File: src/rtl/width_combin_arbiter.sv
// width_combin_arbiter: packet-locked round-robin arbiter sharing one width_combin between NCH channels.
// Define WIDTH_COMBIN_ARB_PRIO0_EN to give channel 0 strict priority at arbitration.
module width_combin_arbiter #(
  parameter int DSIZE = 1,
  parameter int NCH = 4,
  parameter int IDDEPTH = 4
) (
  input  logic                    clock,
  input  logic                    rst_n,
  input  logic [NCH*DSIZE-1:0]    ch_data,
  input  logic [NCH-1:0]          ch_vld,
  input  logic [NCH-1:0]          ch_last,
  input  logic [NCH-1:0]          ch_align_last,
  output logic [NCH-1:0]          ch_ready,
  output logic [DSIZE-1:0]        cb_wr_data,
  output logic                    cb_wr_vld,
  output logic                    cb_wr_last,
  output logic                    cb_wr_align,
  input  logic                    cb_wr_ready,
  input  logic                    cb_rd_vld,
  input  logic                    cb_rd_ready,
  input  logic                    cb_rd_last,
  output logic [$clog2(NCH)-1:0]  out_id,
  output logic                    out_id_vld
);
  localparam int IW = $clog2(NCH);
  localparam int AW = $clog2(IDDEPTH);
  typedef enum logic {IDLE, LOCK} state_t;
  state_t state;
  logic [IW-1:0] grant, rr_ptr, winner, grant_inc;
  logic [IW-1:0] ids [IDDEPTH];
  logic [AW:0] wp, rp, cnt;
  logic lock, any_req, full, push, pop, done;
  int idx;
  assign lock = state == LOCK;
  assign cnt = wp - rp;
  assign full = cnt == (AW+1)'(IDDEPTH);
  assign out_id_vld = wp != rp;
  assign out_id = out_id_vld ? ids[rp[AW-1:0]] : '0;
  // Lowest offset from rr_ptr wins, so scan from the far end and let nearer hits overwrite.
  always_comb begin
    idx = 0;
    winner = rr_ptr;
    any_req = 1'b0;
    for (int k = NCH-1; k >= 0; k--) begin
      idx = int'(rr_ptr) + k;
      idx = idx >= NCH ? idx - NCH : idx;
      if (ch_vld[idx]) begin
        winner = IW'(idx);
        any_req = 1'b1;
      end
    end
`ifdef WIDTH_COMBIN_ARB_PRIO0_EN
    winner = ch_vld[0] ? '0 : winner;
`endif
  end
  assign push = !lock && any_req && !full;
  assign pop = cb_rd_vld && cb_rd_ready && cb_rd_last && out_id_vld;
  assign cb_wr_vld = lock && ch_vld[grant];
  assign cb_wr_last = lock && ch_last[grant];
  assign cb_wr_align = lock && ch_align_last[grant];
  assign cb_wr_data = lock ? ch_data[DSIZE*grant +: DSIZE] : '0;
  assign done = cb_wr_vld && cb_wr_ready && cb_wr_last;
  assign grant_inc = grant == IW'(NCH-1) ? '0 : grant + 1'b1;
  always_comb begin
    ch_ready = '0;
    ch_ready[grant] = lock && cb_wr_ready;
  end
  always_ff @(posedge clock) begin
    if (!rst_n) begin
      state <= IDLE;
      grant <= '0;
      rr_ptr <= '0;
      wp <= '0;
      rp <= '0;
    end else begin
      if (push) begin
        state <= LOCK;
        grant <= winner;
        ids[wp[AW-1:0]] <= winner;
      end else if (done) begin
        state <= IDLE;
`ifdef WIDTH_COMBIN_ARB_PRIO0_EN
        rr_ptr <= grant == '0 ? rr_ptr : grant_inc;
`else
        rr_ptr <= grant_inc;
`endif
      end
      wp <= wp + (AW+1)'(push);
      rp <= rp + (AW+1)'(pop);
    end
  end
endmodule

File: config.mk
export PLATFORM = sky130hd
export DESIGN_NAME = width_combin_arbiter
export DESIGN_NICKNAME = d
export VERILOG_FILES = /design/src/rtl/width_combin_arbiter.sv
export SDC_FILE = /design/constraint.sdc
export NUM_CORES = 1
export LEC_CHECK = 0
export ABC_AREA = 1
export CORE_AREA = 8 8 65 67
export CTS_CLUSTER_DIAMETER = 200
export DETAILED_ROUTE_END_ITERATION = 10
export DIE_AREA = 0 0 73 75
export PLACE_DENSITY = 0.74
export SETUP_SLACK_MARGIN = 0.3
export SYNTH_ARGS = -nofsm -noshare
export SYNTH_HDL_FRONTEND = slang
export SYNTH_SLANG_ARGS = --single-unit
File: constraint.sdc
create_clock -name clock -period 1.6 [get_ports clock]
set_input_delay 0.32 -clock clock [delete_from_list [all_inputs] [get_ports clock]]
set_output_delay 0.32 -clock clock [all_outputs]
set_load 0.05 [all_outputs]
==> run metrics <==
status complete, but fails checks; failing checks setup timing; sequential element share of the synthesized area 0.336; Max VDD drop 1160 uV; CP Capture Type output pin; Arr. time, crit path 1530 ps; largest net degree at the start of global routing 11; DRC Markers 0; clk sink count 19; remaining global-route overflow 0; pre-CTS setup slack -486 ps; area leader, netlist edfxtp_1; WL per Instance 15.3 um; CP most frequent cell nor2_1; fmax 541 MHz; TritonCTS clock tree done; worst-margin pin slew 387 ps; TritonCTS Buffers 3; top-area cell type share of the netlist area 0.175; fin area 2720 um^2; Post-Syn Area per Cell 6.56 um^2; Final Hold Vio Count 0; port bufs 32; accumulated negative setup slack -4100 ps; total nets after synthesis 241; Finished Layout Cells 334; core area 3230 um^2; GP Congestion 0.837; largest cells by area after synthesis edfxtp_1 (18%), nand2_1 (16%), dfxtp_1 (16%); Die Height 75 um; Final Skew 29.1 ps; CP top delay family flip-flops; I/O pins 33; Buffers & Inverters on Critical Path 2; clock slew at reported path FFs 130 ps; n_diodes 0; Ys Warns 0; Worst-Skew Late Latency 320 ps; startpoint types register; clock root cell clkbuf_4; DRT iter0 DRCs 73; CTS Hold Buffers Added 0; Largest stage delay, worst path 420 ps; maxcap violations 0; Max transition margin 0.742; DP Wirelength 2990 um; total die area 5480 um^2; hold crit path type reg2reg; cell area after synthesis 1370 um^2; number of global-route vias before repair 1643; Crit Path Class reg2out; share of layout cells above drive strength 1 0.503; dpl cell area 2180 um^2; min Tclk post-route 1850 ps; Synth Instances 209; fin util 0.843; area grow syn2layout 98.6%; P per Cell Area 1620 nW/um^2; worst-path maximum fanout 5; via count 1678; Crit path required time 1280 ps; gr usage total 0.163; part of the cycle the worst path needs 1.15; Final ANT Viol Nets 0; Die Wd 73 um; P_leak 1.18 nW; first-pass GRT wire length 7000 um; Critical-path top delay cell dfxtp_4; initial antenna violation count 0; H-Tree Depth 1; final worst slack -247 ps; nets@finish 321; Netlist cell types 20; maximum clock insertion buffer count 2; FP Rows 21; Slew Viols, Final 0; placed insts 310; unrepaired setup endpoints after global routing true; initial core utilization 0.424; CP cell instances buf_6, nor2_1, nor2_1, o21ai_1, a21oi_2, buf_12; # setup viols final 26; Post-Route WL 5120 um; DRT Pass-1 Iters 4; flops & latches, synth 19; Vias/cell 5.02
[where the power goes]
part | internal, mW | switching, mW
registers | 0.647 | 0.123
clock network | 0.0975 | 0.164
logic | 1.57 | 1.82
total | 2.32 | 2.10
[cell families after synthesis]
kind of cell	share of synthesized area
XOR/XNOR	0.0128
buffers and inverters	0.103
adder cells (fa/ha/maj)	0.0912
AO/OA/AOI/OAI	0.106
flip-flops	0.336
AND/OR/NAND/NOR	0.351
[stage by stage]
stage          total power, mW  hold WS [ps]
5_1_grt                   4.64           535
3_5_place_dp              3.01           480
3_3_place_gp              2.96           480
6_report                  4.42           532
4_1_cts                   3.76           491
2_1_floorplan             2.11           454
[worst paths after layout]
kind | startpoint | to | slack (ps) | cells past startpoint
worst min register to register | lock | lock | 530 | 2
worst max-delay path | grant[0] | cb_wr_align | -250 | 6
worst max register to register | rp[1] | ids[2][1] | -220 | 10
worst min-delay path | lock | lock | 530 | 2
[routing by layer]
layer  track usage  wire (um)  vias up
met5             0          0        -
met4        0.0800        157        0
met3        0.0213        250       12
met2         0.326       2740       70
met1         0.159       1970      778
li1              -          -      818
[Yosys cell counts]
| cell type | n |
|---|---|
| a21oi_1 | 12 |
| buf_2 | 2 |
| buf_6 | 1 |
| dfxtp_1 | 11 |
| edfxtp_1 | 8 |
| ha_1 | 10 |
| inv_1 | 31 |
| inv_2 | 1 |
| nand2_1 | 60 |
| nand2_2 | 3 |
| nand2_4 | 2 |
| nand3_1 | 8 |
| nand4_1 | 1 |
| nor2_1 | 35 |
| nor2_2 | 1 |
| nor2_4 | 1 |
| nor3_1 | 4 |
| o211ai_1 | 2 |
| o21ai_0 | 14 |
| xnor2_1 | 2 |
[area by class of cell]
| class | instances | area [um^2] |
|---|---|---|
| timing repair inverter | 1 | 7.51 |
| timing repair buffer | 77 | 821 |
| clock buffer | 4 | 26.3 |
| multi-input combinational | 155 | 1200 |
| fill | 182 | 508 |
| sequential | 19 | 478 |
| tap | 46 | 57.6 |
| inverter | 32 | 135 |
[what timing repair did]
item	in CTS	in global routing
cloned	1	0
setup endpoints to repair	38	38
pin swaps	31	27
setup buffers	5	14
gates resized for setup	72	37
[registers in the layout (all words and copies together), names as in the netlist]
| register | count |
|---|---|
| wp | 3 |
| rp | 3 |
| lock | 1 |
| ids | 8 |
| grant | 2 |
| rr_ptr | 2 |
[tightest hold or removal path: stages, from the launching register on]
cell	delay (ps)
dfxtp_1	370
nand2_2	80
a21oi_2	50
[cells in the final DEF, fill, tap and decap left out, types with 4 or more instances in the layout]
cell / instances
a21oi_2: 5
a21oi_4: 4
buf_12: 10
buf_4: 28
buf_6: 17
clkdlybuf4s50_1: 16
dfxtp_2: 5
dlygate4sd2_1: 5
edfxtp_1: 8
ha_4: 10
inv_1: 20
inv_2: 7
nand2_1: 42
nand2_2: 17
nand2_4: 6
nand3_1: 5
nor2_1: 26
nor2_4: 9
nor3_4: 4
o21ai_1: 8
Power figures use the tool's default switching activity.
